## config.mk

```make
export PLATFORM = sky130hd
export DESIGN_NAME = mul_share_arbiter_flat
export DESIGN_NICKNAME = d
export VERILOG_FILES = /design/src/rtl/mul_share_arbiter_if.sv /design/src/rtl/mul_share_arbiter.sv /design/src/flat_wrapper.sv
export SDC_FILE = /design/constraint.sdc
export NUM_CORES = 1
export LEC_CHECK = 0
export BUFFER_PORTS_ARGS = -buffer_cell sky130_fd_sc_hd__buf_4
export CAP_MARGIN = 10
export CORE_AREA = 3 3 182 184
export DETAILED_ROUTE_END_ITERATION = 8
export DIE_AREA = 0 0 185 187
export GPL_TIMING_DRIVEN = 0
export HOLD_SLACK_MARGIN = 0.08
export SKIP_LAST_GASP = 1
export SYNTH_ARGS = -nofsm -noshare
export SYNTH_HDL_FRONTEND = slang
export SYNTH_SLANG_ARGS = --single-unit
```

## constraint.sdc

```tcl
create_clock -name Clock -period 4.37 [get_ports Clock]
set_input_delay 0.2185 -clock Clock [delete_from_list [all_inputs] [get_ports Clock]]
set_output_delay 0.2185 -clock Clock [all_outputs]
set_load 0.03 [all_outputs]
```

## src/rtl/mul_share_arbiter_if.sv

```systemverilog
// Requester-side and multiplier-side signals of mul_share_arbiter.
// The arbiter connects through the slave modport and the environment through the master modport.
interface mul_share_arbiter_if #(
    parameter int NUM_REQ = 4,
    parameter int WIDTH   = 32
);
    logic [NUM_REQ-1:0]       iReq;
    logic [NUM_REQ*WIDTH-1:0] iA;
    logic [NUM_REQ*WIDTH-1:0] iB;
    logic [NUM_REQ-1:0]       iUnscaled;
    logic [NUM_REQ-1:0]       oGrant;
    logic [NUM_REQ-1:0]       oDone;
    logic                     oError;
    logic [2*WIDTH-1:0]       oResult;
    logic                     oBusy;
    logic [WIDTH-1:0]         oMulA;
    logic [WIDTH-1:0]         oMulB;
    logic                     oMulUnscaled;
    logic                     oMulInputReady;
    logic [2*WIDTH-1:0]       iMulR;
    logic                     iMulOutputReady;

    modport slave (
        input  iReq, iA, iB, iUnscaled, iMulR, iMulOutputReady,
        output oGrant, oDone, oError, oResult, oBusy,
               oMulA, oMulB, oMulUnscaled, oMulInputReady
    );

    modport master (
        output iReq, iA, iB, iUnscaled, iMulR, iMulOutputReady,
        input  oGrant, oDone, oError, oResult, oBusy,
               oMulA, oMulB, oMulUnscaled, oMulInputReady
    );
endinterface

```

## src/rtl/mul_share_arbiter.sv

```systemverilog
// Round-robin sequencer sharing one multiplier among NUM_REQ requesters.
// One op in flight: IDLE -> ISSUE -> WAIT -> DONE, with a watchdog on the multiplier reply.
module mul_share_arbiter #(
    parameter int NUM_REQ = 4,
    parameter int WIDTH   = 32,
    parameter int TIMEOUT = 15
) (
    input  logic               Clock,
    input  logic               Reset,
    mul_share_arbiter_if.slave bus
);
    localparam int IDXW = $clog2(NUM_REQ);
    localparam int WDW  = $clog2(TIMEOUT + 1);
    localparam logic [IDXW:0]        NREQ_W    = (IDXW + 1)'(NUM_REQ);
    localparam logic [WDW-1:0]       WD_MAX    = WDW'(TIMEOUT);
    localparam logic [NUM_REQ-1:0]   GRANT_LSB = NUM_REQ'(1);

    typedef enum logic [1:0] {
        sIdle  = 2'd0,
        sIssue = 2'd1,
        sWait  = 2'd2,
        sDone  = 2'd3
    } stateT;

    stateT              stateR;
    stateT              nextStateS;
    logic [IDXW-1:0]    ptrR;
    logic [IDXW-1:0]    ownerR;
    logic [IDXW-1:0]    pickS;
    logic               reqAnyS;
    logic [WDW-1:0]     wdR;
    logic               wdExpiredS;
    logic [NUM_REQ-1:0] grantR;
    logic [NUM_REQ-1:0] doneR;
    logic               errorR;
    logic [2*WIDTH-1:0] resultR;
    logic               busyR;
    logic [WIDTH-1:0]   mulAR;
    logic [WIDTH-1:0]   mulBR;
    logic               mulUnscaledR;
    logic               mulInputReadyR;

    // (base + off) mod NUM_REQ without a divider; base + off never exceeds 2*NUM_REQ-2.
    function automatic logic [IDXW-1:0] rotIdx(input logic [IDXW-1:0] base, input logic [IDXW:0] off);
        logic [IDXW:0] raw;
        raw = {1'b0, base} + off;
        raw = (raw >= NREQ_W) ? (raw - NREQ_W) : raw;
        return raw[IDXW-1:0];
    endfunction

    // State register.
    always_ff @(posedge Clock) begin
        if (!Reset) begin
            stateR <= sIdle;
        end else begin
            stateR <= nextStateS;
        end
    end

    // Next-state logic and round-robin pick; scanning downward lets the nearest requester win.
    always_comb begin
        nextStateS = stateR;
        pickS      = ptrR;
        reqAnyS    = |bus.iReq;
        wdExpiredS = (wdR == WD_MAX);
        for (int off = NUM_REQ - 1; off >= 0; off--) begin
            pickS = bus.iReq[rotIdx(ptrR, (IDXW + 1)'(off))] ? rotIdx(ptrR, (IDXW + 1)'(off)) : pickS;
        end
        case (stateR)
            sIdle: begin
                if (reqAnyS) begin
                    nextStateS = sIssue;
                end else begin
                    nextStateS = sIdle;
                end
            end
            sIssue: nextStateS = sWait;
            sWait: begin
                if (bus.iMulOutputReady || wdExpiredS) begin
                    nextStateS = sDone;
                end else begin
                    nextStateS = sWait;
                end
            end
            sDone:   nextStateS = sIdle;
            default: nextStateS = sIdle;
        endcase
    end

    // Registered datapath and outputs; pulses default low every cycle.
    always_ff @(posedge Clock) begin
        if (!Reset) begin
            ptrR           <= '0;
            ownerR         <= '0;
            wdR            <= '0;
            grantR         <= '0;
            doneR          <= '0;
            errorR         <= 1'b0;
            resultR        <= '0;
            busyR          <= 1'b0;
            mulAR          <= '0;
            mulBR          <= '0;
            mulUnscaledR   <= 1'b0;
            mulInputReadyR <= 1'b0;
        end else begin
            doneR          <= '0;
            errorR         <= 1'b0;
            mulInputReadyR <= 1'b0;
            busyR          <= (nextStateS != sIdle);
            case (stateR)
                sIdle: begin
                    if (reqAnyS) begin
                        ownerR         <= pickS;
                        grantR         <= GRANT_LSB << pickS;
                        mulAR          <= bus.iA[int'(pickS) * WIDTH +: WIDTH];
                        mulBR          <= bus.iB[int'(pickS) * WIDTH +: WIDTH];
                        mulUnscaledR   <= bus.iUnscaled[pickS];
                        mulInputReadyR <= 1'b1;
                    end
                end
                sIssue: begin
                    wdR <= '0;
                end
                sWait: begin
                    // A reply in the last watchdog cycle still wins over the timeout.
                    if (bus.iMulOutputReady) begin
                        resultR <= bus.iMulR;
                        doneR   <= grantR;
                    end else if (wdExpiredS) begin
                        resultR <= '0;
                        doneR   <= grantR;
                        errorR  <= 1'b1;
                    end else begin
                        wdR <= wdR + WDW'(1);
                    end
                end
                sDone: begin
                    ptrR   <= rotIdx(ownerR, (IDXW + 1)'(1));
                    grantR <= '0;
                end
                default: begin
                    grantR <= '0;
                end
            endcase
        end
    end

    assign bus.oGrant         = grantR;
    assign bus.oDone          = doneR;
    assign bus.oError         = errorR;
    assign bus.oResult        = resultR;
    assign bus.oBusy          = busyR;
    assign bus.oMulA          = mulAR;
    assign bus.oMulB          = mulBR;
    assign bus.oMulUnscaled   = mulUnscaledR;
    assign bus.oMulInputReady = mulInputReadyR;
endmodule
```

## src/flat_wrapper.sv

```systemverilog
// flat-port wrapper written by rule: the top's interface ports become plain ports
module mul_share_arbiter_flat 
#(
    parameter int NUM_REQ = 4,
    parameter int WIDTH   = 32,
    parameter int TIMEOUT = 15
)
  (Clock, Reset, bus_iReq, bus_iA, bus_iB, bus_iUnscaled, bus_iMulR, bus_iMulOutputReady, bus_oGrant, bus_oDone, bus_oError, bus_oResult, bus_oBusy, bus_oMulA, bus_oMulB, bus_oMulUnscaled, bus_oMulInputReady);
  mul_share_arbiter_if #(.NUM_REQ(NUM_REQ), .WIDTH(WIDTH)) bus_i ();
  input  logic Clock;
  input  logic Reset;
  input wire logic [$bits(bus_i.iReq)-1:0] bus_iReq;
  input wire logic [$bits(bus_i.iA)-1:0] bus_iA;
  input wire logic [$bits(bus_i.iB)-1:0] bus_iB;
  input wire logic [$bits(bus_i.iUnscaled)-1:0] bus_iUnscaled;
  input wire logic [$bits(bus_i.iMulR)-1:0] bus_iMulR;
  input wire logic [$bits(bus_i.iMulOutputReady)-1:0] bus_iMulOutputReady;
  output wire logic [$bits(bus_i.oGrant)-1:0] bus_oGrant;
  output wire logic [$bits(bus_i.oDone)-1:0] bus_oDone;
  output wire logic [$bits(bus_i.oError)-1:0] bus_oError;
  output wire logic [$bits(bus_i.oResult)-1:0] bus_oResult;
  output wire logic [$bits(bus_i.oBusy)-1:0] bus_oBusy;
  output wire logic [$bits(bus_i.oMulA)-1:0] bus_oMulA;
  output wire logic [$bits(bus_i.oMulB)-1:0] bus_oMulB;
  output wire logic [$bits(bus_i.oMulUnscaled)-1:0] bus_oMulUnscaled;
  output wire logic [$bits(bus_i.oMulInputReady)-1:0] bus_oMulInputReady;
  assign bus_i.iReq = bus_iReq;
  assign bus_i.iA = bus_iA;
  assign bus_i.iB = bus_iB;
  assign bus_i.iUnscaled = bus_iUnscaled;
  assign bus_i.iMulR = bus_iMulR;
  assign bus_i.iMulOutputReady = bus_iMulOutputReady;
  assign bus_oGrant = bus_i.oGrant;
  assign bus_oDone = bus_i.oDone;
  assign bus_oError = bus_i.oError;
  assign bus_oResult = bus_i.oResult;
  assign bus_oBusy = bus_i.oBusy;
  assign bus_oMulA = bus_i.oMulA;
  assign bus_oMulB = bus_i.oMulB;
  assign bus_oMulUnscaled = bus_i.oMulUnscaled;
  assign bus_oMulInputReady = bus_i.oMulInputReady;
  mul_share_arbiter #(.NUM_REQ(NUM_REQ), .WIDTH(WIDTH), .TIMEOUT(TIMEOUT)) u_core (.Clock(Clock), .Reset(Reset), .bus(bus_i));
endmodule
```

; ---- Word-level counts from Yosys, hierarchy flattened
; Index checks and enable logic that the tools add are counted.
[op_classes]
add_sub_neg = 10
order_cmp = 10
eq_ne = 7
shifts = 3
muxes = 33
bitwise = 2
n_reduce_logical = 14
[op_table]
columns = op, count
row1 = $shiftx A128 B8 Y32, 2
row2 = $mux W64, 2
row3 = $mux W4, 5
row4 = $mux W2, 9
row5 = $pmux W4 S2, 2
row6 = $lt A2 B3 Y1 const B, 5
row7 = $ge A3 B3 Y1 const B, 4
row8 = $bmux W1 S2, 5
row9 = $reduce_and A2 Y1, 5
row10 = $sub A2 B1 Y2 const B, 5
row11 = $mux W1, 9
row12 = $pmux W2 S4, 1
row13 = $reduce_bool A2 Y1, 4
row14 = $add A2 B1 Y3 const B, 2
row15 = $add A2 B2 Y3 const B, 2
row16 = $add A4 B1 Y4 const B, 1
row17 = $eq A2 B2 Y1 const B, 2
row18 = $eq A4 B4 Y1 const B, 1
row19 = $ne A2 B2 Y1 const B, 2
row20 = $reduce_or A4 Y1, 1
row21 = $shl A1 B2 Y4 const A, 1
row22 = $ge A2 B3 Y1 const B, 1
row23 = $reduce_and A3 Y1, 1
row24 = $reduce_or A3 Y1, 1
row25 = 5 further kinds, 6
[totals]
ff_bits = 150
input_bits = 331
word_cells = 92

; ---- Logic depth before layout (Yosys ltp)
; Gate-level depths: netlist of run 1.
[logic_depth]
depth_word = 12
ltp_mapped = 9
ltp_nobuf = 7

; ---- Worst setup path after synthesis of run 1
; Ideal clock, no wire load.
[synth_timing]
path_kind = reg-to-reg
startpoint = reg u_core.ptrR[1]
endpoint = reg u_core.mulBR[23], in the netlist u_core.bus.oMulB[23]
setup_time_ns = 0.120
t_arrival_ns = 1.870
required_ns = 4.250
path_slack_ns = 2.381
stages_incl_launch_ff = 9
path_buffers = 3
period_less_slack_ns = 1.989
cell_sequence = dfxtp_1 > nor2b_1 > a2111oi_2 > buf_4 > nor2_2 > buf_4 > buf_2 > a32o_1 > a211o_1
[synth_between]
elab_chain_cells = 10
[synth_rtl]
columns = element, line
row1 = start: declaration, mul_share_arbiter.sv:27  ; logic [IDXW-1:0] ptrR;
row2 = start signal: assignment, mul_share_arbiter.sv:138  ; ptrR <= rotIdx(ownerR, (IDXW + 1)'(1));
row3 = $add A2 B2 Y3, mul_share_arbiter.sv:46  ; raw = {1'b0, base} + off;
row4 = $ge A3 B3 Y1 or $sub A2 B1 Y2 (tied branches), mul_share_arbiter.sv:47  ; raw = (raw >= NREQ_W) ? (raw - NREQ_W) : raw;
row5 = $mux W2, mul_share_arbiter.sv:47
row6 = $bmux W1 S2, mul_share_arbiter.sv:67  ; pickS = bus.iReq[rotIdx(ptrR, (IDXW + 1)'(off))] ? rotIdx(ptrR, (IDXW + 1)'(off)) : pickS;
row7 = $mux W1 (not written as such), mul_share_arbiter.sv:67
row8 = $mux W2 (3 in series), mul_share_arbiter.sv:67
row9 = $mux W2 (*), mul_share_arbiter.sv:67
row10 = $shiftx A128 B8 Y32 (*), mul_share_arbiter.sv:116  ; mulBR <= bus.iB[int'(pickS) * WIDTH +: WIDTH];
row11 = end signal: assignment, mul_share_arbiter.sv:116
row12 = end: declaration, mul_share_arbiter.sv:39  ; logic [WIDTH-1:0] mulBR;
; Every way passes the cells marked *; elsewhere a longest branch is shown, timed or not. The select of a mux whose other input is x is not followed.
; A chain may end at the register's enable or synchronous reset.

; ---- Final worst setup path of run 1
[layout_timing]
startpoint = reg u_core.ptrR[1]
endpoint = reg u_core.mulAR[30], in the netlist u_core.bus.oMulA[30]
[layout_between]
elab_chain_cells = 10
[layout_rtl]
columns = element, line
row1 = $add A2 B2 Y3, mul_share_arbiter.sv:46
row2 = $ge A3 B3 Y1 or $sub A2 B1 Y2 (tied branches), mul_share_arbiter.sv:47
row3 = $mux W2, mul_share_arbiter.sv:47
row4 = $bmux W1 S2, mul_share_arbiter.sv:67
row5 = $mux W1 (not written as such), mul_share_arbiter.sv:67
row6 = $mux W2 (3 in series), mul_share_arbiter.sv:67
row7 = $mux W2 (*), mul_share_arbiter.sv:67
row8 = $shiftx A128 B8 Y32 (*), mul_share_arbiter.sv:115  ; mulAR <= bus.iA[int'(pickS) * WIDTH +: WIDTH];
row9 = end signal: assignment, mul_share_arbiter.sv:115
row10 = end: declaration, mul_share_arbiter.sv:38  ; logic [WIDTH-1:0] mulAR;
; Marked as above.

==> summary.md, run 1 <==
| Metric | Value |
|---|---|
| Die X-Extent | around 190 um |
| Synth top area cells | dfxtp_1, a32o_1, a211o_1 |
| Total negative setup slack | 0 ns |
| Total die area | about 35000 sq um |
| Reg-to-Reg End | u_core.bus.oMulA[30]$_SDFFE_PN0P_ |
| Routed len/inst | 19.7 um |
| Antenna viol nets, final | 0 |
| Relative slew slack | 0.369 |
| Synth Net Count | between 1000 and 1500 |
| Max Slew Vio Count | 0 |
| Non-Filler Instances | between 1500 and 2000 |
| Leak pwr | approximately 6.3 nW |
| Maximum vdd drop | 0.279 mV |
| Post-CTS Hold Buffers | roughly 170 |
| Clock Sinks | 150 |
| H-Tree Depth | 4 |
| Synth Register Bits | 150 |
| Post-synth EDFFs | 0 |
| Share of the synthesized area in the top cell type | 0.429 |
| Clk root buf | clkbuf_16 |
| Fillers | 3136 |
| Fin. Hold Viols | 0 |
| Vias/cell | approximately 4.9 |
| Max Fanout on Critical Path | 10 |
| DRC violation count after routing | 0 |
| Reg-to-Reg Start | u_core.ptrR[1]$_SDFFE_PN0P_ |
| Clock skew | 0.00703 ns |
| Worst Path Buf+Inv | 3 |
| Data required time of the critical path | between 4 and 5 ns |
| Post-CTS sizing | 0 |
| Nets@finish | between 1500 and 2000 |
| Commonest cells after routing, fill and taps aside | buf_4, dlygate4sd3_1, dfxtp_1 |
| Vias in the first global route | 9576 |
| Worst hold start | bus_iB[33] |
| WL final | roughly 37000 um |
| Boundary Pins | around 470 |
| Area Overhead vs Synth | 90.4% |
| Global-route wire length before repair | around 54000 um |
| Largest net degree at the start of global routing | 18 |
| Yosys top cell by area | dfxtp_1 |
| Asr flop ratio synth | 0 |
| Hold depth | 3 |
| CP Capture Type | register |
| Cell depth of the worst flop-to-flop path | 8 |
| Synthesized area | ~7000 sq um |
| Status | completed |
| Synthesized instance count | between 700 and 800 |
| R2R setup slack | between 1 and 1.5 ns |
| DR iter-0 viols | between 500 and 600 |
| Share of layout cells above drive strength 1 | 0.373 |
| Slew @ Worst Pin | ~0.95 ns |
| CP arrival | 3.73 ns |
| Initial Utilization | 0.222 |
| Post-synthesis sequential area ratio | 0.429 |
| Final Cycle Share | 0.766 |
| Clock transition at the registers of the reported paths | approximately 0.07 ns |
| Initial antenna violation count | 2 |
| Most common cell on crit path | clkbuf_1 |
| Worst path max stage delay | 0.72 ns |
| Core area | between 30000 and 40000 sq um |
| Yosys warns | 0 |
| RSZ-0062 raised after global routing | no |
| Hold WC Path Type | in2reg |
| Setup Viol. Count Final | 0 |
| FP Rows | 65 |
| Design Area, Final | ~13000 sq um |
| Critical Path, Cell by Cell | nor2b_1 > a2111o_1 > clkbuf_1 > clkbuf_1 > nand3_1 > a21oi_1 > a211o_1 > dlygate4sd3_1 |
| Routed via count | roughly 9200 |
| Drt first pass iters | 5 |
| Post-CTS setup buffers | 0 |
| Peak Freq | around 300 MHz |
| Total GRT Usage | 0.201 |
| Grt ovf | 0 |
| Worst path top cell family by delay | buffers and inverters |
| Hpwl dp | between 20000 and 30000 um |
| Clock Tree Buf Depth | 2 |
| Syn Area/Cell | about 9.0 sq um |
| Critical path class | reg2reg |
| Post-DP Area | around 11000 sq um |
| Max Cap Viol | 0 |
| GP Congestion | 0.892 |
| Placed cells | between 1500 and 2000 |
| Pwr Total | between 5 and 6 mW |
| Top_reg_cell synth | dfxtp_1 |
| Die H | ~190 um |
| Most common cell after layout, fill and taps aside | buf_4 |
| PwrDens | between 300 and 400 nW/um^2 |
| TritonCTS clock tree | done |
| CTS Buf Count | 17 |
| Synth cell types | 48 |
| Clock latency on the worst-skew pair | 0.44 ns |
| Min cycle time layout | between 3 and 4 ns |
| Worst setup SP type | register |
| CP max-delay cell | clkbuf_1 |
| Port Buffers | 469 |
| Hold endpoint | u_core.bus.oMulB[1]$_SDFFE_PN0P_ |
-- area by class of cell --
class / instances / area [sq um] / share of cell area
Inverter: 4 / 15.0 / 0.00113
Tap cell: 402 / 503 / 0.0377
Antenna cell: 2 / 5.00 / 0.000375
Buffer: 86 / 444 / 0.0333
Clock inverter: 14 / 173 / 0.0129
Timing Repair Buffer: 638 / 5210 / 0.391
Sequential cell: 150 / 3000 / 0.225
Clock buffer: 18 / 439 / 0.0329
Multi-Input combinational cell: 537 / 3540 / 0.266
-- registers in the layout, summed over array words and instances, names as in the netlist --
register and cells:
u_core.ptrR 2, u_core.bus.oMulB 32, u_core.stateR 2, u_core.bus.oBusy 1
u_core.bus.oMulA 32, u_core.bus.oResult 64, u_core.bus.oGrant 4, u_core.wdR 4
u_core.bus.oMulUnscaled 1, u_core.ownerR 2, u_core.bus.oMulInputReady 1, u_core.bus.oError 1
u_core.bus.oDone 4
-- power breakdown --
part	leakage, nW	internal [mW]	switching, mW	total (mW)
Sequential	1.23	1.56	0.117	1.68
Clock	0.299	0.839	0.716	1.56
Combinational	4.82	0.900	1.05	1.95
Total	6.35	3.30	1.88	5.19
-- worst register-to-register path: stages (launching register included) --
cell and delay (ns):
dfxtp_1 0.44, nor2b_1 0.24, a2111o_1 0.23, clkbuf_1 0.72
clkbuf_1 0.43, nand3_1 0.13, a21oi_1 0.41, a211o_1 0.16
dlygate4sd3_1 0.53
-- kinds of logic (layout without fill, tap and decap cells) --
kind of cell / after synthesis / in the layout / share of synthesized area
compound gates: 349 / 349 / 0.370
simple gates: 180 / 180 / 0.123
flops: 150 / 150 / 0.429
buf+inv: 90 / 760 / 0.0656
fa+ha+maj: 5 / 5 / 0.00893
xor+xnor: 3 / 3 / 0.00375
other cells: 0 / 2 / 0
-- layer usage --
layer / GRT usage / wire length, um
met3: 0.0552 / 2670
met4: 0.0846 / 1370
met5: 0 / 12
met1: 0.235 / 14700
met2: 0.345 / 17800
-- synth_stat cells (2+ instances only) --
master / instances
nor2b_1: 4
a32o_1: 64
clkbuf_1: 59
ha_1: 5
nand2b_1: 2
nand3_1: 67
a211oi_1: 2
xor2_1: 2
a21oi_1: 68
buf_6: 4
and2_1: 3
inv_1: 4
dfxtp_1: 150
o21ai_0: 69
buf_8: 6
a2111o_1: 2
buf_2: 13
nand2_1: 12
buf_1: 2
and3_1: 6
buf_4: 2
nor3_1: 3
nor2_1: 74
o21a_1: 4
a211o_1: 64
a22oi_1: 64
-- through the flow --
stage | setup slack (ns) | util | hold WS (ns)
6_report | 1.02 | 0.423 | 0.108
5_1_grt | 0.870 | 0.423 | 0.0984
3_3_place_gp | 1.69 | 0.349 | 0.421
2_1_floorplan | 2.38 | - | 0.336
4_1_cts | 1.13 | 0.422 | 0.0800
3_5_place_dp | 1.67 | 0.349 | 0.424
-- worst max path at each step --
| stage | start | to | slack [ns] | cells after the start |
|---|---|---|---|---|
| floorplan | u_core.ptrR[1]$_SDFFE_PN0P_ | u_core.bus.oMulB[23]$_SDFFE_PN0P_ | 2.38 | 8 |
| global placement | u_core.ptrR[1]$_SDFFE_PN0P_ | u_core.bus.oMulA[30]$_SDFFE_PN0P_ | 1.69 | 7 |
| detailed placement | u_core.ptrR[1]$_SDFFE_PN0P_ | u_core.bus.oMulA[30]$_SDFFE_PN0P_ | 1.67 | 7 |
| CTS | u_core.ptrR[1]$_SDFFE_PN0P_ | u_core.bus.oMulA[30]$_SDFFE_PN0P_ | 1.13 | 8 |
| global route | u_core.ptrR[0]$_SDFFE_PN0P_ | u_core.bus.oMulA[30]$_SDFFE_PN0P_ | 0.87 | 8 |
| finish | u_core.ptrR[1]$_SDFFE_PN0P_ | u_core.bus.oMulA[30]$_SDFFE_PN0P_ | 1.02 | 8 |
Note: power is estimated with default switching activity, not from simulation.
==> run 2, diff against run 1 <==
Settings changed: ABC_AREA set to 1, CORE_AREA 3 3 182 184 to unset, CORE_ASPECT_RATIO set to 1.1, CORE_MARGIN set to 3, CORE_UTILIZATION set to 25, DIE_AREA 0 0 185 187 to unset.
Clock period 4.37 ns to 3.2 ns, I/O delays scaled along.
==> run 2 against run 1 <==
Compared with the run above: sequential cell count did not move; sequential share of layout area fell by 1.7 points; die area fell by 2.2%; worst setup slack got worse by 0.71 ns; area after synthesis rose by 13%; combinational power rose by 130%; routed wire length rose by 14%; register-to-register slack got worse by 0.71 ns; global-route usage rose by 3.4 points; critical path type unchanged.
==> summary.md, run 2 <==
| Metric | Value |
|---|---|
| Hpwl dp | between 30000 and 40000 um |
| DR iter-0 viols | roughly 570 |
| Port Buffers | 469 |
| Sw Share | 0.426 |
| GP Congestion | about 0.9 |
| CP arrival | roughly 3.3 ns |
| Core area | 30800 sq um |
| Worst setup SP type | register |
| Slew @ Worst Pin | 0.860 ns |
| Most common cell after layout, fill and taps aside | buf_4 |
| Final Cycle Share | 0.902 |
| Combinational cell fraction of total power | 0.502 |
| Synth top area cells | dfxtp_1, nand2_1, nand3_1 |
| Relative slew slack | 0.427 |
| Multi-input logic area | between 4000 and 5000 sq um |
| Routed via count | between 10000 and 15000 |
| Clock Tree Buf Depth | 2 |
| Die X-Extent | about 180 um |
| Syn Area/Cell | 6.14 sq um |
| Non-Filler Instances | around 2400 |
| Drt first pass iters | 5 |
| Clk root buf | clkbuf_16 |
| Clock power share | 0.236 |
| Max Fanout on Critical Path | 10 |
| Leak pwr | slightly above 7 nW |
| Largest family of logic cells by synthesized area | simple AND/OR/NAND/NOR gates |
| Nets@finish | around 2300 |
| Min cycle time layout | approximately 2.9 ns |
| PwrDens | ~630 nW/um^2 |
| Post-CTS setup buffers | 0 |
| P_int | between 5 and 6 mW |
| Synth Area in Compound Gates | 0.0942 |
| Post-synthesis sequential area ratio | 0.380 |
| H-Tree Depth | 4 |
| Critical Path, Cell by Cell | inv_1 > nand2_1 > nand2_1 > nand2_1 > nand2_1 > inv_2 > nand3_1 > nand2_1 > nand2_2 > buf_2 > buf_2 > nand3_1 > nand3_1 > nor2_1 > dlygate4sd3_1 > nor2_1 |
| Hold slack | between 0.09 and 0.1 ns |
| WL final | about 42000 um |
| Setup Viol. Count Final | 0 |
| Initial Utilization | 0.256 |
| Status | completed |
| Post-synth EDFFs | 0 |
| Simple-gate share of the synthesized area | 0.415 |
| Max Slew Vio Count | 0 |
| Worst path max stage delay | between 0.5 and 0.6 ns |
| Antenna diodes | 0 |
| Synth cell types | 26 |
| Clock latency on the worst-skew pair | around 0.44 ns |
| Post-place setup slack | around 0.6 ns |
| Vias/cell | about 4.6 |
| Synth Area in Adders | 0.00791 |
| Clock skew | between 0.01 and 0.015 ns |
| Peak Freq | 347 MHz |
| CP Capture Type | register |
| Total die area | 33800 sq um |
| Largest net degree at the start of global routing | 17 |
| Share of layout cells above drive strength 1 | 0.281 |
| FP Rows | 67 |
| Synth Register Bits | 150 |
| Total negative setup slack | 0 ns |
| Boundary Pins | ~470 |
| Number of flip-flops in the largest register | 64 |
| Most common cell in the netlist | nand2_1 |
| Fin. Hold Viols | 0 |
| Critical path class | reg2reg |
| Antenna viol nets, final | 0 |
| Initial antenna violation count | 3 |
| Sequential Power Share | 0.263 |
| Grt ovf | 0 |
| Most common cell on crit path | nand2_1 |
| Final Worst Setup Slack | approximately 0.31 ns |
| DRC violation count after routing | 0 |
| RSZ-0062 raised after global routing | no |
| Hold WC Path Type | in2reg |
| Data required time of the critical path | between 3 and 4 ns |
| Total GRT Usage | 0.235 |
| Yosys warns | 0 |
| FF+latch area | about 3000 sq um |
| Synthesized area | just under 8000 sq um |
| Synthesized instance count | ~1300 |
| Vias in the first global route | between 10000 and 15000 |
| Top_reg_cell synth | dfxtp_1 |
| Commonest cells after routing, fill and taps aside | buf_4, nand2_1, nor2_1 |
| Fraction of synthesized cell area in xor and xnor cells | 0.00111 |
| Maximum vdd drop | 0.321 mV |
| Die H | ~190 um |
| Yosys top cell by area | dfxtp_1 |
| Post-synth top cells | nand2_1, nor2_1, nand3_1 |
| CP max-delay cell | dlygate4sd3_1 |
| Placed cells | ~2200 |
| Worst Path Buf+Inv | 5 |
| Asr flop ratio synth | 0 |
| NetSw | a little under 4 mW |
| Clock Sinks | 150 |
| Proportion of synthesized area in mux cells | 0 |
| Routed len/inst | 17.4 um |
| Area Overhead vs Synth | 82.4% |
| Max Cap Viol | 0 |
| Synth Net Count | approximately 1600 |
| Clock transition at the registers of the reported paths | ~0.070 ns |
| Fillers | about 3100 |
| TritonCTS clock tree | done |
| Global-route wire length before repair | about 61000 um |
| CTS Buf Count | 17 |
| Share of the synthesized area in the top cell type | 0.380 |
| Worst path top cell family by delay | buffers and inverters |
## run 2: changes by cell type after synthesis, moves of 64 or more
| cell | before | now |
|---|---|---|
| inv_1 | 4 | 87 |
| nand2_1 | 12 | 313 |
| a211o_1 | 64 | 0 |
| a22oi_1 | 64 | 0 |
| nor2_1 | 74 | 271 |
| nand3_1 | 67 | 204 |
| a32o_1 | 64 | 0 |
## run 2: layout make-up
| type | count | share of cell area |
|---|---|---|
| buffer | 93 | 0.0323 |
| sequential | 150 | 0.208 |
| inverter | 93 | 0.0242 |
| clock inverter | 14 | 0.0127 |
| clock buffer | 18 | 0.0304 |
| tap | 414 | 0.0359 |
| timing repair buffer | 654 | 0.372 |
| multi-input combinational | 952 | 0.284 |
## run 2: through the flow
stage               total power, mW   util  instance area [sq um]
detailed placement             6.53  0.387                  12000
global placement               6.51  0.387                  12000
floorplan                      4.83      -                   7910
CTS                            9.14  0.468                  14400
global route                   9.66  0.468                  14400
finish                         9.10  0.468                  14400
## run 2: worst paths after layout
kind	from	to	slack, ns	cells after the start
setup / recovery	u_core.ptrR[0]$_SDFFE_PN0P_	u_core.bus.oMulB[28]$_SDFFE_PN0P_	0.31	16
hold / removal	bus_iA[65]	u_core.bus.oMulA[1]$_SDFFE_PN0P_	0.1	5
hold reg to reg	u_core.bus.oResult[45]$_SDFFE_PN0P_	u_core.bus.oResult[45]$_SDFFE_PN0P_	0.46	2
setup reg to reg	u_core.ptrR[0]$_SDFFE_PN0P_	u_core.bus.oMulB[28]$_SDFFE_PN0P_	0.31	16
## run 2: what timing repair did
item                                   CTS  global route
endpoints found under the hold margin  123             0
setup endpoints to repair                0             8
hold buffers                           185             0
resized for setup                        0             6
## run 2: logic make-up (layout without fill, tap and decap cells)
group | after synthesis | after routing
AOI/OAI and AO/OA | 148 | 148
DFF | 150 | 150
adders and majority gates | 5 | 5
xor gates and xnor gates | 1 | 1
and+or+nand+nor | 798 | 798
buffers and inverters | 186 | 872
## run 2: power by group through the flow
| stage | Clock (mW) | Combinational [mW] | Sequential, mW |
|---|---|---|---|
| floorplan | 0 | 1.83 | 3.00 |
| global placement | 0 | 4.09 | 2.42 |
| detailed placement | 0 | 4.11 | 2.42 |
| CTS | 2.19 | 4.57 | 2.39 |
| global route | 2.27 | 4.97 | 2.43 |
| finish | 2.14 | 4.56 | 2.39 |
## run 2: tightest hold or removal path, stage by stage
cell	delay, ns
buf_4	0.08
nand3_1	0.06
nand3_1	0.08
nor2_1	0.05
nor2_1	0.07
## run 2: metal layers
layer,vias up,global-route usage,share of wire
met3,74,0.0638,0.078
met5,-,0,0.0011
li1,5434,-,-
met2,475,0.439,0.51
met4,6,0.0883,0.029
met1,5052,0.253,0.39
